**config.mk**
```make
export PLATFORM = sky130hd
export DESIGN_NAME = ddc_burst_arb
export DESIGN_NICKNAME = d
export VERILOG_FILES = /design/src/rtl/ddc_burst_arb.sv
export SDC_FILE = /design/constraint.sdc
export NUM_CORES = 1
export LEC_CHECK = 0
export ABC_CLOCK_PERIOD_IN_PS = 2500
export CORE_AREA = 3 3 114 116
export CTS_BUF_LIST = sky130_fd_sc_hd__clkbuf_2 sky130_fd_sc_hd__clkbuf_4 sky130_fd_sc_hd__clkbuf_8
export DETAILED_ROUTE_END_ITERATION = 7
export DIE_AREA = 0 0 117 119
export PLACE_DENSITY_LB_ADDON = 0.15
export SYNTH_ARGS = -nofsm -noshare
export SYNTH_HDL_FRONTEND = slang
export SYNTH_SLANG_ARGS = --single-unit
```
**constraint.sdc**
```tcl
create_clock -name s_axis_aclk -period 2.5 [get_ports s_axis_aclk]
set_input_delay 0.5 -clock s_axis_aclk [delete_from_list [all_inputs] [get_ports s_axis_aclk]]
set_output_delay 0.5 -clock s_axis_aclk [all_outputs]
set_load 0.01 [all_outputs]
```
**src/rtl/ddc_burst_arb.sv**
```systemverilog
// Two-source round-robin burst arbiter onto one AXI-Stream master.
// Each grant owns the master for N_CH beats or until a stall timeout.
module ddc_burst_arb #(
  parameter int N_CH    = 16,
  parameter int TIMEOUT = 256
) (
  input  logic        s_axis_aclk,
  input  logic        s_axis_aresetn,
  input  logic [95:0] s0_axis_tdata,
  input  logic        s0_axis_tvalid,
  output logic        s0_axis_tready,
  input  logic [95:0] s1_axis_tdata,
  input  logic        s1_axis_tvalid,
  output logic        s1_axis_tready,
  output logic [95:0] m_axis_tdata,
  output logic        m_axis_tvalid,
  input  logic        m_axis_tready,
  output logic        m_axis_tlast,
  output logic        m_axis_tid,
  output logic        err_timeout
);

  localparam int BW = $clog2(N_CH);
  localparam int SW = $clog2(TIMEOUT + 1);
  localparam logic [BW-1:0] LAST_BEAT = BW'(N_CH - 1);
  localparam logic [SW-1:0] STALL_MAX = SW'(TIMEOUT - 1);

  typedef enum logic {
    IDLE,
    BURST
  } state_t;

  state_t        r_state;
  logic          r_grant;
  logic          r_last_grant;
  logic [BW-1:0] r_beat;
  logic [SW-1:0] r_stall;
  logic          r_err;

  logic w_burst;
  logic w_gv;
  logic w_hs;
  logic w_last;
  logic w_pick;

  assign w_burst = (r_state == BURST);
  assign w_gv    = r_grant ? s1_axis_tvalid : s0_axis_tvalid;
  assign w_last  = w_burst && (r_beat == LAST_BEAT);
  assign w_hs    = w_burst && w_gv && m_axis_tready;

  // on a tie the source that did not own the previous burst wins
  assign w_pick  = (s0_axis_tvalid && s1_axis_tvalid) ?
                   ~r_last_grant : s1_axis_tvalid;

  assign m_axis_tdata   = r_grant ? s1_axis_tdata : s0_axis_tdata;
  assign m_axis_tvalid  = w_burst && w_gv;
  assign m_axis_tlast   = w_last;
  assign m_axis_tid     = r_grant;
  assign s0_axis_tready = w_burst && !r_grant && m_axis_tready;
  assign s1_axis_tready = w_burst && r_grant && m_axis_tready;
  assign err_timeout    = r_err;

  always_ff @(posedge s_axis_aclk or negedge s_axis_aresetn) begin
    if (!s_axis_aresetn) begin
      r_state      <= IDLE;
      r_grant      <= 1'b0;
      r_last_grant <= 1'b1;
      r_beat       <= '0;
      r_stall      <= '0;
      r_err        <= 1'b0;
    end else begin
      r_err <= 1'b0;
      unique case (r_state)
        IDLE: begin
          if (s0_axis_tvalid || s1_axis_tvalid) begin
            r_state <= BURST;
            r_grant <= w_pick;
            r_beat  <= '0;
            r_stall <= '0;
          end
        end
        BURST: begin
          if (w_hs) begin
            if (w_last) begin
              r_state      <= IDLE;
              r_last_grant <= r_grant;
              r_beat       <= '0;
            end else begin
              r_beat <= r_beat + 1'b1;
            end
          end
          // backpressure with valid high is not a stall
          if (w_gv) begin
            r_stall <= '0;
          end else if (r_stall == STALL_MAX) begin
            r_state      <= IDLE;
            r_err        <= 1'b1;
            r_last_grant <= r_grant;
            r_beat       <= '0;
            r_stall      <= '0;
          end else begin
            r_stall <= r_stall + 1'b1;
          end
        end
        default: r_state <= IDLE;
      endcase
    end
  end

endmodule
```
==> impl_metrics.yaml <==
run_status:
  status: "completed"
synth:
  async_flop_share: 1.00
  synth_most_common_cell: "mux2_2"
  yosys_warnings: 0
  synth_edf_count: 0
  synth_top_cells_by_area: "mux2_2 (54%), dfrtp_1 (20%), buf_2 (2.4%)"
  yosysTopAreaCell: "mux2_2"
  yosys-top-cells-count: "mux2_2 (98), dfrtp_1 (16), buf_2 (10)"
  synth_fp_nets: 399
  yosysUniqueCellTypes: 36
  syn_area_per_cell_um2: 10.3
  yosysSeqAreaShare: 0.208
  synth_seq_cells: 17
  netlist_instances: 200
  synth_ff_type: "dfrtp_1"
  yosysTopAreaCellShare: 0.538
  synthesis.area_um2: 2050
die:
  rows: 40
  core_area_um2: 12000
  die_w_um: 117
  dieHeight_um: 119
  io_pins: 299
  die_area_um2: 13900
  start_util: 0.171
sta:
  setup_slack_ps: 83.0
  finalCritPeriodShare: 0.967
  worst_pin_slew_ps: 566
  slew_headroom: 0.619
  hold_viol: 0
  finalClockSkew_ps: 1.28
  setup_viol: 0
  rsz0062_at_grt: "false"
  setup_tns_ps: 0
  drv_slew: 0
  fmax_mhz: 414
  layout_min_cycle_time_ps: 2420
  whs_ps: 476
worst_hold_path:
  whs_path_depth: 1
  hp-class: "reg2reg"
  min_to: "r_beat[3]"
  hp-start: "r_beat[3]"
worst_setup_path:
  path_delay_family: "buffers and inverters"
  cp-end-kind: "output pin"
  cp-start-kind: "flop"
  r2r_slack_ps: 450
  reg2regPathDepth: 6
  crit_arrival_ps: 1920
  r2r_start: "m_axis_tid"
  crit_chain: "buf_4 -> mux2_2 -> clkdlybuf4s50_1"
  path_class: "reg2out"
  critical_path_buf_inv_count: 2
  max_stage_delay_ps: 560
  required_ps: 2000
  r2r_end: "r_last_grant"
  cp_slowest_cell: "dfrtp_4"
  crit_fanout: 11
routing:
  drc: 0
  wl_per_cell_um: 21.1
  drt_wl_total_um: 13800
  drt_iter0_drc: 65
  vias_per_cell: 4.39
  ant_nets: 0
  route.vias.total: 2859
  drt-pass1-iter-count: 4
pwr:
  pwr-share-seq: 0.138
  irDropWorstVdd_v: 0.000245
  p_clk_frac: 0.064
  p_switching_mw: 1.15
  switching_share: 0.351
  p_int_mw: 2.12
  p_comb_frac: 0.798
  p_total_mw: 3.27
  power.leakage_nw: 2.06
  powerDensity_nw_per_um2: 611
cts:
  clk_latency_ps: 250
  cts_resized: 0
  cts_buffer_depth: 2
  cts_tree: "done"
  cts.reportedPaths.clkPinSlew_ps: 60
  cts.sinks: 17
  htree_levels: 1
  clockRootBuffer: "clkbuf_8"
  cts_buffers: 3
placed_design:
  place.port_buffers: 298
  place_ws_ps: 117
  dpl.hpwl_um: 12000
  globalplace.congestion: 0.811
  dpl.cell_count: 641
  dpl-instance-area_um2: 5270
global_routing:
  grt_pass1_wl_um: 19100
  antenna_found_initial: 4
  grt_overflow_total: 0
  track_usage: 0.184
  grt_pass1_vias: 3024
  grt_max_degree: 24
flow_run:
  cap_viol_max_count: 0
layout:
  nNetsFinal: 700
  final_area_um2: 5350
  area_growth_pct: 161
  fin_util: 0.445
  finalNonFillerCells: 651
  drive_gt1_frac: 0.238
## kinds of logic (layout without fill, tap and decap cells)
| kind of cell | after synthesis | count (layout) | share of synthesized area |
|---|---|---|---|
| flip-flops | 17 | 17 | 0.208 |
| AND/OR/NAND/NOR | 34 | 34 | 0.0878 |
| buffers and inverters | 16 | 316 | 0.0354 |
| AO/OA/AOI/OAI | 30 | 30 | 0.104 |
| other | 0 | 4 | 0 |
| adder cells (fa/ha/maj) | 2 | 2 | 0.0122 |
| multiplexers | 99 | 99 | 0.545 |
| XOR/XNOR | 2 | 2 | 0.00854 |
## worst reg2reg max path, delay by kind of cell, from the launching register on
kind / cells / cell delay, ps
muxes: 2 / 610
DFF: 1 / 560
buffers and inverters: 2 / 390
AOI/OAI and AO/OA: 1 / 230
and+or+nand+nor: 1 / 190
## power groups by stage
stage	Sequential [mW]	Clock (mW)	Combinational [mW]
after global routing	0.466	0.233	2.78
after floorplan	0.404	0	1.20
after global placement	0.474	0	2.56
after CTS	0.458	0.221	2.63
after detailed placement	0.480	0	2.56
final	0.450	0.210	2.61
## final cells by class
cell class	count	area, um^2
Fill cell	1174	6660
Clock buffer	4	48.8
Antenna cell	4	10.0
Sequential cell	17	430
Tap cell	147	184
Inverter	2	7.51
Timing Repair Buffer	310	3110
Multi-Input combinational cell	167	1550
## metal layers
layer / global-route usage / routed length [um] / vias up
met4: 0.0244 / 172 / 4
met3: 0.0706 / 1390 / 12
met2: 0.307 / 6520 / 168
li1: - / - / 1371
met5: 0 / 26 / -
met1: 0.229 / 5640 / 1304
## sequential cells by signal, indices dropped and copies added, names as in the netlist
| name | count |
|---|---|
| err_timeout | 1 |
| r_state | 1 |
| r_last_grant | 1 |
| m_axis_tid | 1 |
| r_beat | 4 |
| r_stall | 9 |
## cells in the final DEF, fill, tap and decap left out, drive strengths merged, types with 3 or more instances in the layout
cell	synthesis	layout
nand3	4	4
mux2	98	98
a22o	3	3
a31oi	5	5
a21oi	3	3
clkbuf	3	4
buf	11	12
clkdlybuf4s50	0	298
nor2	8	8
a21o	4	4
diode	0	4
o21ai	5	5
nand2	7	7
nand2b	4	4
dfrtp	16	16
## how the worst max path moves through the flow
stage / to / start / cells after the start / slack (ps)
after global routing: m_axis_tdata[73] / m_axis_tid / 3 / 3
after detailed placement: m_axis_tvalid / s0_axis_tvalid / 4 / 120
after global placement: m_axis_tvalid / s0_axis_tvalid / 4 / 140
after floorplan: m_axis_tdata[10] / m_axis_tid / 3 / 700
after CTS: m_axis_tdata[70] / m_axis_tid / 3 / 20
final: m_axis_tdata[73] / m_axis_tid / 3 / 80
## what timing repair did
item,in CTS,in global routing
hold buffers,0,0
endpoints found under the setup margin,31,6
pin swaps,0,0
hold endpoints to repair,0,0
gates cloned,0,0
buffers inserted,1,1
(Power assumes the default switching activity.)
